### src/rtl/registro_desplazable_c.sv
// Behavioural 32-bit universal shift register: hold, shift, rotate, load.
// Optional even-parity output PAR enabled by macro REGISTRO_PARIDAD_EN.
module registro_desplazable_c #(
  parameter int ANCHO = 32,
  parameter int CW    = 6
) (
  input  logic             CLK,
  input  logic             RESET,
  input  logic             ENB,
  input  logic [1:0]       MODO,
  input  logic             DIR,
  input  logic             S_IN,
  input  logic [ANCHO-1:0] D,
  output logic [ANCHO-1:0] Q,
  output logic             S_OUT,
  output logic [CW-1:0]    CUENTA,
`ifdef REGISTRO_PARIDAD_EN
  output logic             PAR,
`endif
  output logic             FIN
);

  localparam logic [CW-1:0] CMAX = CW'(ANCHO);
  localparam logic [CW-1:0] CPRE = CW'(ANCHO - 1);

  logic [ANCHO-1:0] q_n;
  logic             sout_n;
  logic [CW-1:0]    cnt_n;
  logic             fin_n;
  logic             mover;

  always_comb begin
    q_n    = Q;
    sout_n = S_OUT;
    cnt_n  = CUENTA;
    fin_n  = 1'b0;
    mover  = 1'b0;
    if (ENB) begin
      unique case (MODO)
        2'b01: begin
          mover = 1'b1;
          if (DIR) begin
            q_n    = {S_IN, Q[ANCHO-1:1]};
            sout_n = Q[0];
          end else begin
            q_n    = {Q[ANCHO-2:0], S_IN};
            sout_n = Q[ANCHO-1];
          end
        end
        2'b10: begin
          mover = 1'b1;
          if (DIR) begin
            q_n    = {Q[0], Q[ANCHO-1:1]};
            sout_n = Q[0];
          end else begin
            q_n    = {Q[ANCHO-2:0], Q[ANCHO-1]};
            sout_n = Q[ANCHO-1];
          end
        end
        2'b11: begin
          q_n    = D;
          sout_n = 1'b0;
          cnt_n  = '0;
        end
        default: ;
      endcase
    end
    // Count saturates at ANCHO; FIN marks only the entry into saturation
    if (mover && CUENTA != CMAX) begin
      cnt_n = CUENTA + 1'b1;
      fin_n = (CUENTA == CPRE);
    end
  end

  always_ff @(posedge CLK) begin
    if (RESET) begin
      Q      <= '0;
      S_OUT  <= 1'b0;
      CUENTA <= '0;
      FIN    <= 1'b0;
    end else begin
      Q      <= q_n;
      S_OUT  <= sout_n;
      CUENTA <= cnt_n;
      FIN    <= fin_n;
    end
  end

`ifdef REGISTRO_PARIDAD_EN
  always_ff @(posedge CLK) begin
    if (RESET) PAR <= 1'b0;
    else if (ENB) PAR <= ^q_n;
  end
`endif

endmodule

### config.mk
export PLATFORM = sky130hd
export DESIGN_NAME = registro_desplazable_c
export DESIGN_NICKNAME = d
export VERILOG_FILES = /design/src/rtl/registro_desplazable_c.sv
export SDC_FILE = /design/constraint.sdc
export NUM_CORES = 1
export LEC_CHECK = 0
export BUFFER_PORTS_ARGS = -buffer_cell sky130_fd_sc_hd__buf_2
export CAP_MARGIN = 20
export CORE_MARGIN = 1
export CORE_UTILIZATION = 45
export DETAILED_ROUTE_END_ITERATION = 8
export PLACE_DENSITY = 0.79
export SYNTH_ARGS = -nofsm -noshare
export SYNTH_HDL_FRONTEND = slang
export SYNTH_SLANG_ARGS = --single-unit
### constraint.sdc
create_clock -name CLK -period 1.51 [get_ports CLK]
set_input_delay 0.3775 -clock CLK [delete_from_list [all_inputs] [get_ports CLK]]
set_output_delay 0.3775 -clock CLK [all_outputs]
set_load 0.05 [all_outputs]
==> results of run 1 <==
## through the flow
| stage | cells | TNS [ns] |
|---|---|---|
| after global routing | 422 | -0.128 |
| final | 422 | -0.0292 |
| after CTS | 419 | 0 |
| after floorplan | 273 | 0 |
| after global placement | 411 | -3.28 |
| after detailed placement | 411 | -4.30 |
## metal layers
layer	share of wire	GRT usage	wire length [um]	vias up
li1	-	-	-	1132
met1	0.47	0.298	2630	1042
met2	0.47	0.346	2590	63
met3	0.044	0.0414	245	7
met4	0.012	0.0588	67	0
met5	0	0	0	-
## worst max-delay path, cell delays in order (launching register included)
cell,delay (ns)
dfxtp_4,0.38
inv_4,0.04
ha_4,0.15
or2b_1,0.20
o211ai_4,0.10
or3_1,0.39
a31oi_1,0.19
## power by group
group / switching, W / internal [W] / leakage (nW)
logic: 0.000511 / 0.000292 / 0.961
clock network: 0.000350 / 0.000583 / 0.0645
registers: 0.0000731 / 0.00112 / 0.333
## cell usage in the layout, fill, tap and decap left out, drive strengths merged
master,netlist,routed
o211ai,31,31
or2,1,1
and2b,1,1
buf,12,96
a221oi,1,1
o21bai,1,1
nand3b,1,1
a21o,1,1
nor3,2,2
a22o,1,1
dfxtp,40,40
bufinv,0,1
a211oi,2,2
ha,5,5
nor2b,3,3
o21ai,31,31
or3b,3,3
inv,4,4
o2111ai,1,1
or2b,1,1
nand2,35,35
nand3,4,4
nand2b,1,1
mux2,2,2
and4bb,1,1
nor2,34,34
a21oi,4,4
a31oi,4,4
or3,4,4
mux2i,32,32
clkbuf,10,7
## flip-flops by register name, summed over array words and instances (netlist names)
register	cells
FIN	1
CUENTA	6
S_OUT	1
Q	32
## worst min path at each step
stage	end	slack (ns)	depth (start not counted)
after floorplan	CUENTA[5]	0.57	2
after detailed placement	S_OUT	0.48	2
after global routing	Q[27]	0.37	2
after CTS	Q[27]	0.35	2
after global placement	S_OUT	0.47	2
final	Q[27]	0.36	2
## final cells by class
class,count,area [um2]
clock inverter,1,30.0
tap,67,83.8
clock buffer,7,96.3
sequential,40,816
timing repair buffer,96,576
fill,438,1760
inverter,4,20.0
multi-input combinational,207,1380
## repair_timing
item | 4_1_cts | 5_1_grt
resized for setup | 0 | 2
hold buffers | 0 | 0
endpoints found under the setup margin | 0 | 3
setup buffers | 0 | 3
## kinds of logic (layout without fill, tap and decap cells)
logic type | Yosys count | in the layout | synth area share
and+or+nand+nor | 91 | 91 | 0.183
AOI/OAI and AO/OA | 77 | 77 | 0.225
DFF | 40 | 40 | 0.357
muxes | 34 | 34 | 0.154
buffers and inverters | 26 | 108 | 0.0535
adders and majority gates | 5 | 5 | 0.0279
==> results.sh, run 1 <==
export IMPL_vias=2244
export IMPL_slew_viol_final=0
export IMPL_finalCriticalPeriod_ns=1.54
export IMPL_reg2reg_slack_ns=-0.03
export IMPL_drv_cap=0
export IMPL_initial_utilization=0.472
export IMPL_fin_util=0.631
export IMPL_dr_first_iter_drc_count=127
export IMPL_async_flop_share=0
export IMPL_tightest_slew_ns=0.343
export IMPL_dpl_cell_area_mm2=0.00284
export IMPL_path_class="reg2reg"
export IMPL_yosysTopAreaCell="dfxtp_1"
export IMPL_place_congestion=0.902
export IMPL_rr_endpoint="CUENTA[5]"
export IMPL_violations="negative setup slack"
export IMPL_numCtsBuffers=5
export IMPL_preCtsSetupSlack_ns=-0.189
export IMPL_syn_nets=317
export IMPL_power_leakage_nw=1.36
export IMPL_synthToLayoutAreaGrowth_pct=33.5
export IMPL_synthTopCellsByArea="dfxtp_1 (36%), mux2i_1 (14%), o211ai_1 (10%), o21ai_0 (6.7%), nand2_1 (5.8%)"
export IMPL_rows=25
export IMPL_clkSinkCount=40
export IMPL_die_area_mm2=0.00528
export IMPL_io_pins=79
export IMPL_p_total_w=0.00293
export IMPL_grt_pass1_wl_mm=9.00
export IMPL_ir_worst_vdd_mv=0.577
export IMPL_firstDrtPassIters=4
export IMPL_die_w_um=72.6
export IMPL_h_tree_depth=2
export IMPL_syn_cell_area_mm2=0.00225
export IMPL_cts_path_max_buffers=2
export IMPL_final_area_mm2=0.00300
export IMPL_die_h_um=72.6
export IMPL_clk_latency_ns=0.29
export IMPL_cp_max_fo=5
export IMPL_ff2ff_path_depth=6
export IMPL_p_per_area_mw_per_mm2=978
export IMPL_core_mm2=0.00475
export IMPL_setup_viol=1
export IMPL_syn_inst=273
export IMPL_antenna_cells=0
export IMPL_hold_viol_final=0
export IMPL_drc=0
export IMPL_grt_overflow=0
export IMPL_worst_slack_ns=-0.0292
export IMPL_startpoint="CUENTA[1]"
export IMPL_dp_hpwl_mm=3.93
export IMPL_synth_most_common_cell="dfxtp_1"
export IMPL_wl_per_cell_um=13.1
export IMPL_critPathCapture="CUENTA[5]"
export IMPL_cts_tree="yes"
export IMPL_fmax_mhz=650
export IMPL_drt_wl_total_mm=5.54
export IMPL_synth_flop_cell="dfxtp_1"
export IMPL_ys_ff_latch=40
export IMPL_cts_root_buf="clkbuf_8"
export IMPL_outcome="finished with violations"
export IMPL_period_share=1.02
export IMPL_grt_max_degree=34
export IMPL_ys_seq_area_frac=0.357
export IMPL_slew_headroom=0.771
export IMPL_nets=398
export IMPL_ys_types=37
export IMPL_cp_required_ns=1.70
export IMPL_critPathCaptureType="flop"
export IMPL_portBuffers=78
export IMPL_timing_hold_ws_ns=0.357
export IMPL_reg2reg_from="CUENTA[1]"
export IMPL_yosys_top_cells_count="dfxtp_1 (40), nand2_1 (35), nor2_1 (33)"
export IMPL_min_from="RESET"
export IMPL_skew_ns=0.00943
export IMPL_grt_usage=0.216
export IMPL_synth_area_per_cell_um2=8.23
export IMPL_synth_edf_count=0
export IMPL_hp_class="in2reg"
export IMPL_clk_pin_slew_worst_paths_ns=0.08
export IMPL_rsz0062_at_grt="yes"
export IMPL_grt_pass1_vias=1897
export IMPL_drive_gt1_frac=0.355
export IMPL_antenna_left=0
export IMPL_antenna_found_initial=0
export IMPL_synth_top_area_frac=0.357
export IMPL_vias_per_cell=5.32
export IMPL_synth_warnings=0
export IMPL_start_kind="flop"
export IMPL_cp_arrival_ns=1.73
(Power assumes the default switching activity.)
==> run 2: changes to the inputs <==
HOLD_SLACK_MARGIN = 0.08   (was default)
TNS_END_PERCENT = 50   (was default)
==> results.sh, run 2 (synthesis gave the netlist of run 1 again) <==
export IMPL_cp_max_fo=5
export IMPL_top_register="Q"
export IMPL_skew_ns=0.00555
export IMPL_critPathBufInv=1
export IMPL_nets=401
export IMPL_crit_family="flip-flops"
export IMPL_slowest_delay_ns=0.35
export IMPL_rows=25
export IMPL_grt_usage=0.213
export IMPL_ir_worst_vdd_mv=0.475
export IMPL_drc=0
export IMPL_numCtsBuffers=5
export IMPL_cts_tree="yes"
export IMPL_power_leakage_nw=1.36
export IMPL_p_per_area_mw_per_mm2=922
export IMPL_clk_pin_slew_worst_paths_ns=0.08
export IMPL_period_share=0.979
export IMPL_antenna_left=0
export IMPL_path_class="reg2reg"
export IMPL_layout_common_cells="buf_2 (78), nand2_1 (35), dfxtp_1 (34)"
export IMPL_dp_hpwl_mm=3.94
export IMPL_tightest_slew_ns=0.248
export IMPL_hold_path_depth=5
export IMPL_fmax_mhz=677
export IMPL_firstDrtPassIters=4
export IMPL_die_area_mm2=0.00528
export IMPL_fin_tns_setup_ns=0
export IMPL_cts_root_buf="clkbuf_8"
export IMPL_p_total_w=0.00276
export IMPL_cts_path_max_buffers=2
export IMPL_timing_hold_ws_ns=0.461
export IMPL_hold_viol_final=0
export IMPL_antenna_found_initial=0
export IMPL_drt_wl_total_mm=5.38
export IMPL_rsz0062_at_grt="yes"
export IMPL_h_tree_depth=2
export IMPL_grt_overflow=0
export IMPL_ff2ff_path_depth=6
export IMPL_antenna_cells=0
export IMPL_path_depth=6
export IMPL_die_h_um=72.6
export IMPL_outcome="complete, no violations"
export IMPL_cts_hold_buf=0
export IMPL_slew_headroom=0.835
export IMPL_io_pins=79
export IMPL_grt_pass1_vias=2027
export IMPL_grt_max_degree=35
export IMPL_crit_chain="inv_4 -> ha_4 -> or2b_1 -> o211ai_4 -> nor2_2 -> mux2_4"
export IMPL_cp_required_ns=1.69
export IMPL_place_congestion=0.863
export IMPL_core_mm2=0.00475
export IMPL_setup_viol=0
export IMPL_hp_class="in2reg"
export IMPL_cp_arrival_ns=1.65
export IMPL_preCtsSetupSlack_ns=-0.196
export IMPL_largest_reg_flops=32
export IMPL_top_regs="Q x32, CUENTA x6"
export IMPL_vias_per_cell=5.21
export IMPL_slew_viol_final=0
export IMPL_dpl_cell_area_mm2=0.00287
export IMPL_worst_slack_ns=0.0320
export IMPL_dr_first_iter_drc_count=98
export IMPL_final_area_mm2=0.00299
export IMPL_clk_latency_ns=0.28
export IMPL_start_kind="flop"
export IMPL_grt_pass1_wl_mm=9.00
export IMPL_vias=2208
export IMPL_drive_gt1_frac=0.356
export IMPL_die_w_um=72.6
export IMPL_critPathCaptureType="flop"
export IMPL_finalCriticalPeriod_ns=1.48
export IMPL_slowest_stage="dfxtp_4"
export IMPL_wl_per_cell_um=12.7
export IMPL_final_common_cell="buf_2"
export IMPL_initial_utilization=0.472
export IMPL_portBuffers=78
export IMPL_drv_cap=0
export IMPL_clkSinkCount=40
export IMPL_synthToLayoutAreaGrowth_pct=33.1
-- run 2: cell types whose count changed in the layout (fill, tap and decap cells not counted), sizes merged --
cell,change
bufinv,-1
buf,+3
-- run 2: stage by stage --
step,cells,utilization
after floorplan,273,-
after global placement,416,0.603
after detailed placement,416,0.603
after CTS,424,0.629
after global routing,424,0.629
final,424,0.629
-- run 2: worst paths after layout --
check	start	end	slack [ns]
min	D[22]	Q[22]	0.46
max reg2reg	CUENTA[0]	CUENTA[0]	0.03
min reg2reg	S_OUT	S_OUT	0.51
max	CUENTA[0]	CUENTA[0]	0.03
-- run 2: metal layers --
| layer | global-route usage | wire length [um] | share of wire | up-vias |
|---|---|---|---|---|
| met2 | 0.372 | 2560 | 0.48 | 50 |
| met5 | 0 | 0 | 0 | - |
| met1 | 0.271 | 2620 | 0.49 | 1011 |
| met3 | 0.0456 | 186 | 0.035 | 2 |
| li1 | - | - | - | 1145 |
| met4 | 0.0458 | 13 | 0.0024 | 0 |
-- run 2: repair_timing --
item,in CTS,in global routing
endpoints found under the setup margin,5,2
setup buffers,1,0
pin swaps,1,0
endpoints found under the hold margin,0,0
resized for setup,5,0
-- run 2: final cells by class --
type | count | area (um2)
fillers | 447 | 1760
multi-input cells | 207 | 1370
flip-flops and latches | 40 | 816
repair buffers | 99 | 611
clock buffers | 7 | 96.3
well taps | 67 | 83.8
inverters | 4 | 17.5
-- run 2: worst register-to-register path, cell delays in order, from the launching register on --
cell	delay, ns
dfxtp_4	0.35
inv_4	0.06
ha_4	0.13
or2b_1	0.27
o211ai_4	0.23
nor2_2	0.08
mux2_4	0.26
-- run 2: report_power, final --
group | switching, W | internal (W)
sequential | 0.0000724 | 0.00112
clock | 0.000350 | 0.000407
combinational | 0.000509 | 0.000296
total | 0.000932 | 0.00183
